**config.mk**
```make
export PLATFORM = sky130hd
export DESIGN_NAME = onchip_mem_arbiter
export DESIGN_NICKNAME = d
export VERILOG_FILES = /design/src/rtl/onchip_mem_arbiter.sv
export SDC_FILE = /design/constraint.sdc
export NUM_CORES = 1
export LEC_CHECK = 0
export ABC_CLOCK_PERIOD_IN_PS = 2360
export BUFFER_PORTS_ARGS = -buffer_cell sky130_fd_sc_hd__buf_2
export CAP_MARGIN = 10
export CORE_AREA = 2 2 110 112
export DETAILED_ROUTE_END_ITERATION = 10
export DIE_AREA = 0 0 112 114
export HOLD_SLACK_MARGIN = 0.15
export PLACE_DENSITY = 0.83
export SLEW_MARGIN = 0
export SYNTH_ARGS = -nofsm -noshare
export SYNTH_HDL_FRONTEND = slang
export SYNTH_SLANG_ARGS = --single-unit
```
**constraint.sdc**
```tcl
create_clock -name clk -period 2.36 [get_ports clk]
set_clock_uncertainty 0.1 [all_clocks]
set_input_delay 0.472 -clock clk [delete_from_list [all_inputs] [get_ports clk]]
set_output_delay 0.472 -clock clk [all_outputs]
set_load 0.01 [all_outputs]
```
**src/rtl/onchip_mem_arbiter.sv**
```systemverilog
// Two-requester round-robin Avalon-MM arbiter in front of a single-port on-chip RAM.
// Screens out-of-range word addresses and returns tagged read data after a fixed latency.
module onchip_mem_arbiter #(
  parameter int ADDR_W      = 16,
  parameter int DATA_W      = 32,
  parameter int MEM_DEPTH   = 40000,
  parameter int MEM_LATENCY = 1
) (
  input  logic                clk,
  input  logic                reset_n,
  input  logic [ADDR_W-1:0]   m0_address,
  input  logic                m0_read,
  input  logic                m0_write,
  input  logic [DATA_W/8-1:0] m0_byteenable,
  input  logic [DATA_W-1:0]   m0_writedata,
  output logic                m0_waitrequest,
  output logic [DATA_W-1:0]   m0_readdata,
  output logic                m0_readdatavalid,
  input  logic [ADDR_W-1:0]   m1_address,
  input  logic                m1_read,
  input  logic                m1_write,
  input  logic [DATA_W/8-1:0] m1_byteenable,
  input  logic [DATA_W-1:0]   m1_writedata,
  output logic                m1_waitrequest,
  output logic [DATA_W-1:0]   m1_readdata,
  output logic                m1_readdatavalid,
  output logic [ADDR_W-1:0]   mem_address,
  output logic [DATA_W/8-1:0] mem_byteenable,
  output logic                mem_chipselect,
  output logic                mem_write,
  output logic [DATA_W-1:0]   mem_writedata,
  output logic                mem_clken,
  input  logic [DATA_W-1:0]   mem_readdata,
  output logic [15:0]         oor_count
);
  localparam int BE_W = DATA_W/8;
  localparam int L    = MEM_LATENCY;
  localparam logic [ADDR_W:0] LIMIT = (ADDR_W+1)'(MEM_DEPTH);

  typedef struct packed {
    logic              rd;
    logic              wr;
    logic [ADDR_W-1:0] addr;
    logic [BE_W-1:0]   be;
    logic [DATA_W-1:0] wd;
  } req_t;

  req_t [1:0]              w_req;
  req_t                    w_win;
  logic [1:0]              w_act, w_gnt;
  logic                    w_any, w_id, w_oor, w_is_rd, w_cs;
  logic                    r_run, r_pref;
  logic [L:0]              r_vld_pipe, r_id_pipe;
  logic [L-1:0]            r_oor_pipe;
  logic [1:0][DATA_W-1:0]  r_rdata;
  logic [15:0]             r_oor_cnt;

  assign w_req[0] = {m0_read, m0_write, m0_address, m0_byteenable, m0_writedata};
  assign w_req[1] = {m1_read, m1_write, m1_address, m1_byteenable, m1_writedata};
  assign w_act    = {w_req[1].rd | w_req[1].wr, w_req[0].rd | w_req[0].wr};

  // r_pref names the requester that wins a tie; it flips away from every winner
  assign w_gnt[0] = r_run & w_act[0] & (~w_act[1] | ~r_pref);
  assign w_gnt[1] = r_run & w_act[1] & (~w_act[0] |  r_pref);
  assign w_any    = |w_gnt;
  assign w_id     = w_gnt[1];
  assign w_win    = w_req[w_id];
  assign w_oor    = {1'b0, w_win.addr} >= LIMIT;
  assign w_is_rd  = w_win.rd & ~w_win.wr;
  assign w_cs     = w_any & ~w_oor;

  assign m0_waitrequest = ~w_gnt[0];
  assign m1_waitrequest = ~w_gnt[1];

  assign mem_chipselect = w_cs;
  assign mem_write      = w_cs & w_win.wr;
  assign mem_address    = w_cs ? w_win.addr : '0;
  assign mem_byteenable = w_cs ? w_win.be   : '0;
  assign mem_writedata  = w_cs ? w_win.wd   : '0;
  assign mem_clken      = r_run;
  assign oor_count      = r_oor_cnt;

  always_ff @(posedge clk or negedge reset_n) begin
    if (!reset_n) begin
      r_run     <= 1'b0;
      r_pref    <= 1'b0;
      r_oor_cnt <= '0;
    end else begin
      r_run <= 1'b1;
      if (w_any) r_pref <= ~w_id;
      if (w_any && w_oor && r_oor_cnt != 16'hFFFF) r_oor_cnt <= r_oor_cnt + 16'd1;
    end
  end

  // Tag stages 0..L-1 track the RAM access; stage L is the output strobe
  always_ff @(posedge clk or negedge reset_n) begin
    if (!reset_n) begin
      r_vld_pipe <= '0;
      r_id_pipe  <= '0;
      r_oor_pipe <= '0;
    end else begin
      r_vld_pipe[0] <= w_any & w_is_rd;
      r_id_pipe[0]  <= w_id;
      r_oor_pipe[0] <= w_oor;
      for (int i = 1; i <= L; i++) begin
        r_vld_pipe[i] <= r_vld_pipe[i-1];
        r_id_pipe[i]  <= r_id_pipe[i-1];
      end
      for (int i = 1; i < L; i++) r_oor_pipe[i] <= r_oor_pipe[i-1];
    end
  end

  for (genvar k = 0; k < 2; k++) begin : g_rsp
    always_ff @(posedge clk or negedge reset_n) begin
      if (!reset_n)
        r_rdata[k] <= '0;
      else if (r_vld_pipe[L-1] && r_id_pipe[L-1] == 1'(k))
        r_rdata[k] <= r_oor_pipe[L-1] ? '0 : mem_readdata;
    end
  end

  assign m0_readdata      = r_rdata[0];
  assign m1_readdata      = r_rdata[1];
  assign m0_readdatavalid = r_vld_pipe[L] & ~r_id_pipe[L];
  assign m1_readdatavalid = r_vld_pipe[L] &  r_id_pipe[L];
endmodule

```
==> results.md, run 1 <==
- Run status: finished with violations
- Violated checks: negative setup slack
- Layout cells sized above 1: 0.4798
- Die ar.: roughly 13000 um^2
- Final Net Count: approximately 900
- RSZ-0062 raised after global routing: yes
- DR vias/cell: 5.126
- Leakage Power: approximately 0.0035 uW
- Ranking of synthesized cells by area: dfrtp_1, a22oi_1, o21ai_0
- Flops & latches, synth: 87
- Final hold vios: 0
- Crit path launch: mem_clken
- Iteration-0 DRC Markers: approximately 450
- Slowest Stage Delay on Critical Path: about 400 ps
- Highest-delay cell along the critical path: dfrtp_1
- Crit path capture type: output port
- Site Rows: 40
- Wirelength, routed: 14880 um
- Synth cell types: 40
- CP Max Fanout: 13
- Gr usage total: 0.2213
- Starting Density: 0.3642
- Most common cell in the synthesized netlist: dfrtp_1
- Ys Warns: 0
- Crit path required time: ~1800 ps
- Syn Inst Count: 474
- Kind of critical path: flop to output port
- Worst R2R Start: mem_clken
- Critical path's top delay family: buffers and inverters
- Max Fclk: 0.4019 GHz
- Worst Hold Launch: r_id_pipe[0]
- Reg clk slew, reported paths: roughly 60 ps
- I/O Buffers: 280
- Worst EP arrival: roughly 1900 ps
- Initial DRT Pass Iterations: 6
- # setup viols final: between 50 and 60
- Mapped cell area: roughly 4300 um^2
- Post-synth top cells: dfrtp_1, nand2_1, o21ai_0, nor2_1, a22oi_1
- Final critical-path share of the clock period: 1.054
- Post-layout min period: between 2000 and 2500 ps
- WHS Path Cells: 0
- Flop2flop setup slack: between 200 and 250 ps
- Hpwl dp: ~11000 um
- H-tree depth: 3
- Setup ws final: -128.5 ps
- GPL Wtd Cong: about 0.86
- Core area: about 12000 um^2
- P&R area growth vs syn: 53.24%
- Vias in the first global route: around 4400
- Top cell type's share of synthesized area: 0.5104
- Clock Latency Late Sink: approximately 330 ps
- Least-Margin Pin Slew: roughly 540 ps
- Final instance area: around 6500 um^2
- DRC violations left: 0
- Number of diodes: 0
- Power per cell area: approximately 860 nW/um^2
- TritonCTS Buffers: 9
- Main synth FF type: dfrtp_1
- Root Buffer: clkbuf_16
- Maxcap violations: 0
- First-pass GRT wire length: between 20000 and 25000 um
- Crit path cell chain: o21ai_2, o21ba_4, buf_6, a211oi_2, or2_4, inv_8, buf_12, nor2_1, buf_2
- Syn avg cell area: 8.999 um^2
- Reg-to-Reg End: oor_count[13]
- Area leader, netlist: dfrtp_1
- Die Wd: approximately 110 um
- Routed WL per cell: approximately 16 um
- CP bufs+invs: 4
- Hold Path Class: flop to flop
- Post-synth ARST share: 1.000
- Hold Path End: r_id_pipe[1]
- Syn nets: a little over 600
- Fillers: between 1000 and 1500
- CP startpoint kind: flop
- Number of enable flip-flop cells after synthesis: 0
- TritonCTS clock tree: done
- Antenna violations before repair: 0
- IO Count: between 200 and 300
- Via Count: roughly 4700
- Die height: around 110 um
- Finished Core Util: 0.5581
- Sequential share of the synthesized area: 0.5104
- Clk buf depth: 2
- Slew headroom: 0.6399
- Max Slew Vio Count: 0
- GRT overflow: 0
- # clock sinks: 87
- Largest net degree at the start of global routing: 65
- Dpl cell area: 5981 um^2
- Routed Antenna Nets: 0
- Peak supply drop: between 0.0005 and 0.0006 V
- Setup TNS: -5438 ps
- Worst reg2reg path depth: 8
[how the worst max path moves through the flow]
stage / cells past startpoint / to
3_5_place_dp: 10 / mem_byteenable[0]
5_1_grt: 9 / mem_address[11]
3_3_place_gp: 10 / mem_address[12]
6_report: 9 / mem_address[7]
2_1_floorplan: 9 / mem_address[10]
4_1_cts: 9 / mem_address[11]
[through the flow]
stage | std cells | power (uW) | hold WS [ps] | worst slack [ps]
2_1_floorplan | 474 | 3090 | 76.41 | 30.69
3_3_place_gp | 893 | 3972 | 295.5 | -170.4
3_5_place_dp | 893 | 4036 | 296.5 | -186.1
4_1_cts | 914 | 5677 | 300.4 | -145.7
5_1_grt | 914 | 5986 | 311.8 | -208.4
6_report | 914 | 5647 | 310.0 | -128.5
[where the power goes]
| part | switching (uW) | internal (uW) | leakage [uW] |
|---|---|---|---|
| Combinational | 1060 | 849 | 0.00218 |
| Clock | 581 | 962 | 0.000163 |
| Sequential | 259 | 1940 | 0.00112 |
[flip-flops by register name (all words and copies together) (netlist names)]
signal       count
m1_readdata     32
r_oor_pipe       1
oor_count       16
r_vld_pipe       2
mem_clken        1
r_pref           1
m0_readdata     32
r_id_pipe        2
[per-layer routing]
| layer | part of all wire | routed length [um] | vias up | global-route usage |
|---|---|---|---|---|
| met5 | 0 | 0 | - | 0 |
| met4 | 0.019 | 282 | 0 | 0.07480 |
| met3 | 0.086 | 1273 | 33 | 0.05951 |
| met2 | 0.52 | 7688 | 235 | 0.3960 |
| met1 | 0.38 | 5631 | 2203 | 0.2583 |
| li1 | - | - | 2214 | - |
[logic make-up (layout without fill, tap and decap cells)]
group / after synthesis / count (layout) / share of synthesized area
XOR/XNOR: 14 / 14 / 0.03051
flip-flops: 87 / 87 / 0.5104
other: 1 / 1 / 0.0008792
AND/OR/NAND/NOR: 199 / 199 / 0.2165
AO/OA/AOI/OAI: 130 / 130 / 0.1945
multiplexers: 2 / 2 / 0.005280
adder cells (fa/ha/maj): 1 / 1 / 0.002933
buffers and inverters: 40 / 333 / 0.03901
[area by class of cell]
class                      instances  area [um^2]  area share
clock inverter                     6        91.34     0.01397
tap                              147        183.9     0.02814
inverter                           4        22.52    0.003446
multi-input combinational        347         2023      0.3095
clock buffer                      10        239.0     0.03656
timing repair buffer             313         1799      0.2753
sequential                        87         2177      0.3331
[what timing repair did]
action / in CTS / in global routing
gates cloned: 3 / 0
hold endpoints to repair: 39 / 0
buffers inserted: 1 / 0
hold buffers: 1 / 0
gates resized for setup: 22 / 20
endpoints found under the setup margin: 54 / 54
pin swaps: 5 / 1
[layout by cell type, fill, tap and decap left out, drive strengths merged, types with 4 or more instances in the layout]
cell type / n
dfrtp: 87
nand3: 10
nand4: 7
nand2: 70
a22oi: 53
inv: 5
nand2b: 33
nor2: 61
and3: 4
o21ai: 66
clkbuf: 10
buf: 312
xnor2: 12
Note: power is estimated with default switching activity, not from simulation.
==> run 2: changes to the inputs <==
--- a/config.mk
+++ b/config.mk
@@ -9,6 +9,7 @@
 export BUFFER_PORTS_ARGS = -buffer_cell sky130_fd_sc_hd__buf_2
 export CAP_MARGIN = 10
 export CORE_AREA = 2 2 110 112
+export CTS_BUF_LIST = sky130_fd_sc_hd__clkbuf_4
 export DETAILED_ROUTE_END_ITERATION = 10
 export DIE_AREA = 0 0 112 114
 export HOLD_SLACK_MARGIN = 0.15
==> results.md, run 2 (synthesis gave the netlist of run 1 again) <==
- Run status: finished with violations
- Violated checks: negative setup slack
- I/O Buffers: 280
- TritonCTS clock tree: done
- Worst EP arrival: ~2000 ps
- Initial DRT Pass Iterations: 5
- Wirelength, routed: around 15000 um
- Crit path capture type: output port
- Gr usage total: 0.2156
- Site Rows: 40
- Routed Antenna Nets: 0
- Flop pwr share: 0.435
- Routed WL per cell: 16.01 um
- Via Count: roughly 4700
- Final Net Count: ~900
- Clock share of power: 0.190
- Reg area: 2177 um^2
- Setup TNS: -12350 ps
- GRT overflow: 0
- Gate power share: 0.375
- Peak supply drop: 0.0005001 V
- Layout cells sized above 1: 0.4766
- # setup viols final: 54
- Slowest Stage Delay on Critical Path: around 430 ps
- Final hold vios: 0
- Vias in the first global route: between 4000 and 5000
- # clock sinks: between 80 and 90
- GPL Wtd Cong: 0.8569
- IO Count: approximately 280
- Core area: around 12000 um^2
- Least-Margin Pin Slew: 540.4 ps
- Kind of critical path: flop to output port
- Setup ws final: -257.0 ps
- Highest-delay cell along the critical path: dfrtp_1
- Switching Share: 0.3648
- Final instance area: around 6300 um^2
- Leakage Power: approximately 0.0034 uW
- H-tree depth: 3
- Starting Density: 0.3642
- TritonCTS Buffers: 9
- Hpwl dp: around 11000 um
- CP Max Fanout: 28
- Pre-CTS setup slack: -186.1 ps
- DR vias/cell: slightly above 5
- Crit path cell chain: o21ai_2, o21ba_4, inv_1, a211oi_2, or2_4, inv_6, buf_12, nor2_1, buf_2
- Hold Path Class: input pin to flop
- Post-layout min period: 2617 ps
- Largest net degree at the start of global routing: 65
- Max Fclk: between 0.3 and 0.4 GHz
- First-pass GRT wire length: approximately 22000 um
- Slew headroom: 0.6398
- Reg clk slew, reported paths: roughly 150 ps
- Power per cell area: around 790 nW/um^2
- Root Buffer: clkbuf_4
- Die height: 114 um
- DRC violations left: 0
- Number of diodes: 0
- Die Wd: around 110 um
- Internal power: about 3200 uW
- RSZ-0062 raised after global routing: yes
- Commonest non-fill, non-tap cell in the layout: buf_2
- Die ar.: ~13000 um^2
- Dpl cell area: about 6000 um^2
- Maxcap violations: 0
- Crit path required time: approximately 1800 ps
- Iteration-0 DRC Markers: 404
- Antenna violations before repair: 0
- Psw: roughly 1800 uW
- Clk buf depth: 2
- Fillers: between 1000 and 1500
- P&R area growth vs syn: 48.84%
- Area of the multi-input gates: between 2000 and 2500 um^2
- Final critical-path share of the clock period: 1.109
- Commonest cells after routing, fill and taps aside: buf_2, dfrtp_1, nand2_1, o21ai_0, a22oi_1
- Clock Latency Late Sink: ~430 ps
- CP startpoint kind: flop
- Max Slew Vio Count: 0
run 2: cell types whose count changed in the layout (fill, tap and decap cells not counted), moves of 5 or more:
cell / previous run / this run
clkbuf_4: 0 / 9
clkbuf_16: 9 / 1
nor2_2: 23 / 16
nor2_1: 35 / 40
run 2: worst paths after layout:
| path | from | slack (ps) | endpoint | cells past startpoint |
|---|---|---|---|---|
| setup / recovery | mem_clken | -260 | mem_writedata[12] | 9 |
| hold / removal | mem_readdata[23] | 190 | m1_readdata[23] | 3 |
| setup reg to reg | mem_clken | 200 | oor_count[13] | 8 |
| hold reg to reg | r_id_pipe[0] | 350 | r_id_pipe[1] | 0 |
| max in group asynchronous | reset_n | 1060 | m1_readdata[13] | 3 |
| min in group asynchronous | reset_n | 450 | m1_readdata[22] | 2 |
run 2: timing repair:
action                                 in CTS  in global routing
pin swaps                                   4                  1
buffers inserted                            2                  2
gates cloned                                0                  1
hold buffers                                1                  0
setup endpoints to repair                  54                 55
endpoints found under the hold margin      39                  0
resized for setup                          22                 18
run 2: power groups by stage:
stage	Sequential [uW]	Combinational, uW	Clock, uW
4_1_cts	2190	1850	991
2_1_floorplan	2420	671	0
5_1_grt	2240	2070	1050
3_5_place_dp	2220	1810	0
3_3_place_gp	2200	1770	0
6_report	2190	1880	956
run 2: layout make-up:
type	count	share of cell area
clock inverters	7	0.01498
repair buffers	314	0.2795
inverters	4	0.003153
well taps	147	0.02897
flip-flops and latches	87	0.3429
multi-input cells	347	0.3199
clock buffers	9	0.01064
run 2: worst max-delay path, delay by kind of cell (launching register included):
family / cells / cell delay, ps
buffers and inverters: 4 / 500
DFF: 1 / 430
and+or+nand+nor: 2 / 370
AOI/OAI and AO/OA: 3 / 300
run 2: routing by layer:
metal	wire [um]	GRT usage
met1	5590	0.2549
met2	7596	0.3863
met3	1180	0.05154
met4	280	0.07398
met5	0	0
run 2: through the flow:
step	power [uW]	util	hold WS [ps]	instances
after global placement	3972	0.5107	295.5	893
after detailed placement	4036	0.5107	296.5	893
after CTS	5032	0.5339	157.0	912
final	5029	0.5421	189.6	915
after floorplan	3090	-	76.41	474
after global routing	5365	0.5421	164.0	915
==> run 3: changes to the inputs <==
--- a/config.mk
+++ b/config.mk
@@ -14,6 +14,7 @@
 export DIE_AREA = 0 0 112 114
 export HOLD_SLACK_MARGIN = 0.15
 export PLACE_DENSITY = 0.83
+export SETUP_SLACK_MARGIN = 0.4
 export SLEW_MARGIN = 0
 export SYNTH_ARGS = -nofsm -noshare
 export SYNTH_HDL_FRONTEND = slang
==> results.md, run 3 (synthesis gave the netlist of run 1 again) <==
- Maxcap violations: 0
- TritonCTS clock tree: done
- GPL Wtd Cong: between 0.9 and 1
- Largest net degree at the start of global routing: 42
- GRT overflow: 0
- # clock sinks: 87
- Placed insts: 890
- Core area: 11710 um^2
- M1 WL: 5492 um
- Flop2flop setup slack: ~170 ps
- Initial DRT Pass Iterations: 5
- I/O Buffers: 280
- CP bufs+invs: 4
- First-pass GRT wire length: about 22000 um
- Run status: finished with violations
- Kind of critical path: flop to output port
- Layout cells sized above 1: 0.5052
- Root Buffer: clkbuf_4
- Die Wd: between 100 and 150 um
- Worst hold slack: 190.7 ps
- Worst reg2reg path depth: 8
- P&R area growth vs syn: 55.65%
- Die ar.: about 13000 um^2
- Routed Antenna Nets: 0
- RSZ-0062 raised after global routing: yes
- Uppermost layer routed: met4
- Slowest Stage Delay on Critical Path: approximately 410 ps
- Routed WL per cell: ~15 um
- H-tree depth: 3
- Max Fclk: 0.3858 GHz
- CP Max Fanout: 16
- Post-layout min period: about 2600 ps
- CP startpoint kind: flop
- Met3 Wirelength: 1130 um
- Reg-to-Reg End: oor_count[13]
- Slew headroom: 0.6444
- Max Slew Vio Count: 0
- Setup TNS: -10180 ps
- Crit path launch: mem_clken
- # setup viols final: 54
- TritonCTS Buffers: 9
- Gr usage total: 0.2117
- Power per cell area: ~770 nW/um^2
- Via Count: about 4600
- Setup ws final: -232.1 ps
- Least-Margin Pin Slew: ~530 ps
- Wirelength, routed: ~14000 um
- Crit path cell chain: o21ai_2, o21ba_4, inv_2, a211oi_2, or2_4, inv_8, buf_12, nor2_1, buf_2
- Hpwl dp: 10400 um
- Worst Hold Launch: mem_readdata[28]
- Clk buf depth: 2
- Met2 WL: about 7000 um
- Dpl cell area: about 6100 um^2
- IO Count: around 280
- DR vias/cell: approximately 5.0
- Reg clk slew, reported paths: around 130 ps
- Die height: ~110 um
- Iteration-0 DRC Markers: around 350
- Crit path required time: approximately 1800 ps
- WHS Path Cells: 3
- Antenna violations before repair: 0
- Vias in the first global route: around 4400
- Site Rows: 40
- Highest-delay cell along the critical path: dfrtp_1
- Commonest cells after routing, fill and taps aside: buf_2, dfrtp_1, nand2_1, o21ai_0, a22oi_1
- Violated checks: negative setup slack
- Final hold vios: 0
- Peak supply drop: 0.0005240 V
- Final critical-path share of the clock period: 1.098
- DRC violations left: 0
- Critical path's top delay family: compound AO/OA/AOI/OAI gates
- Worst R2R Start: mem_clken
- Starting Density: 0.3642
- Final Net Count: just over 900
- Hold Path Class: input pin to flop
- Layout Cells excl Fill: approximately 920
- Leakage Power: 0.003427 uW
- Hold Path End: m0_readdata[28]
- Crit path capture type: output port
- Pwr Total: between 5000 and 6000 uW
- Worst EP arrival: just over 2000 ps
- Number of diodes: 0
- Commonest non-fill, non-tap cell in the layout: buf_2
- Clock Latency Late Sink: 430 ps
- Final instance area: between 6000 and 7000 um^2
run 3: changes by cell type in the layout (fill, tap and decap cells not counted), moves of 2 or more:
cell and delta:
buf_2 -17, nand3_2 +2, buf_16 +2, clkinv_2 +2, nor2_4 +12, nor2_2 +6, buf_4 -5, nor2_1 -18
a22oi_2 -2, inv_6 -2, buf_6 +19, a22oi_1 +2, nand3_1 -2
run 3: metrics by stage:
| stage | utilization | worst slack (ps) |
|---|---|---|
| finish | 0.5669 | -232.1 |
| global route | 0.5669 | -335.3 |
| CTS | 0.5533 | -234.9 |
| detailed placement | 0.5186 | -39.92 |
| global placement | 0.5186 | 9.815 |
| floorplan | - | 107.7 |
run 3: cell type report:
cell class,instances,area (um^2)
clock buffer,9,67.56
clock inverter,7,87.58
fill,1035,5072
inverter,4,22.52
multi-input combinational,347,2160
sequential,87,2177
tap,147,183.9
timing repair buffer,314,1941
run 3: where the power goes:
| group | switching [uW] | internal [uW] | total, uW |
|---|---|---|---|
| registers | 254 | 1930 | 2180 |
| logic | 1120 | 910 | 2030 |
| clock network | 493 | 423 | 916 |
| total | 1860 | 3260 | 5130 |
run 3: worst min-delay path: cells and delay by family:
kind	cells	cell delay, ps
buffers and inverters	1	90
AO/OA/AOI/OAI	1	70
AND/OR/NAND/NOR	1	60
run 3: worst max-delay path by stage:
stage,end,slack (ps),depth (start not counted)
2_1_floorplan,mem_address[10],110,9
3_3_place_gp,mem_writedata[18],10,10
3_5_place_dp,mem_address[8],-40,10
4_1_cts,mem_writedata[22],-230,9
5_1_grt,mem_writedata[19],-340,9
6_report,mem_writedata[21],-230,9
run 3: timing repair:
action / 4_1_cts / 5_1_grt
setup buffers: 3 / 2
pin swaps: 6 / 4
endpoints found under the hold margin: 30 / 0
endpoints found under the setup margin: 61 / 71
gates resized for setup: 39 / 31
gates cloned: 2 / 1
hold buffers: 1 / 0
run 3: layer usage:
layer | track usage | vias up
met1 | 0.2547 | 2138
met5 | 0 | -
met4 | 0.08862 | 0
li1 | - | 2219
met3 | 0.04623 | 25
met2 | 0.3693 | 236
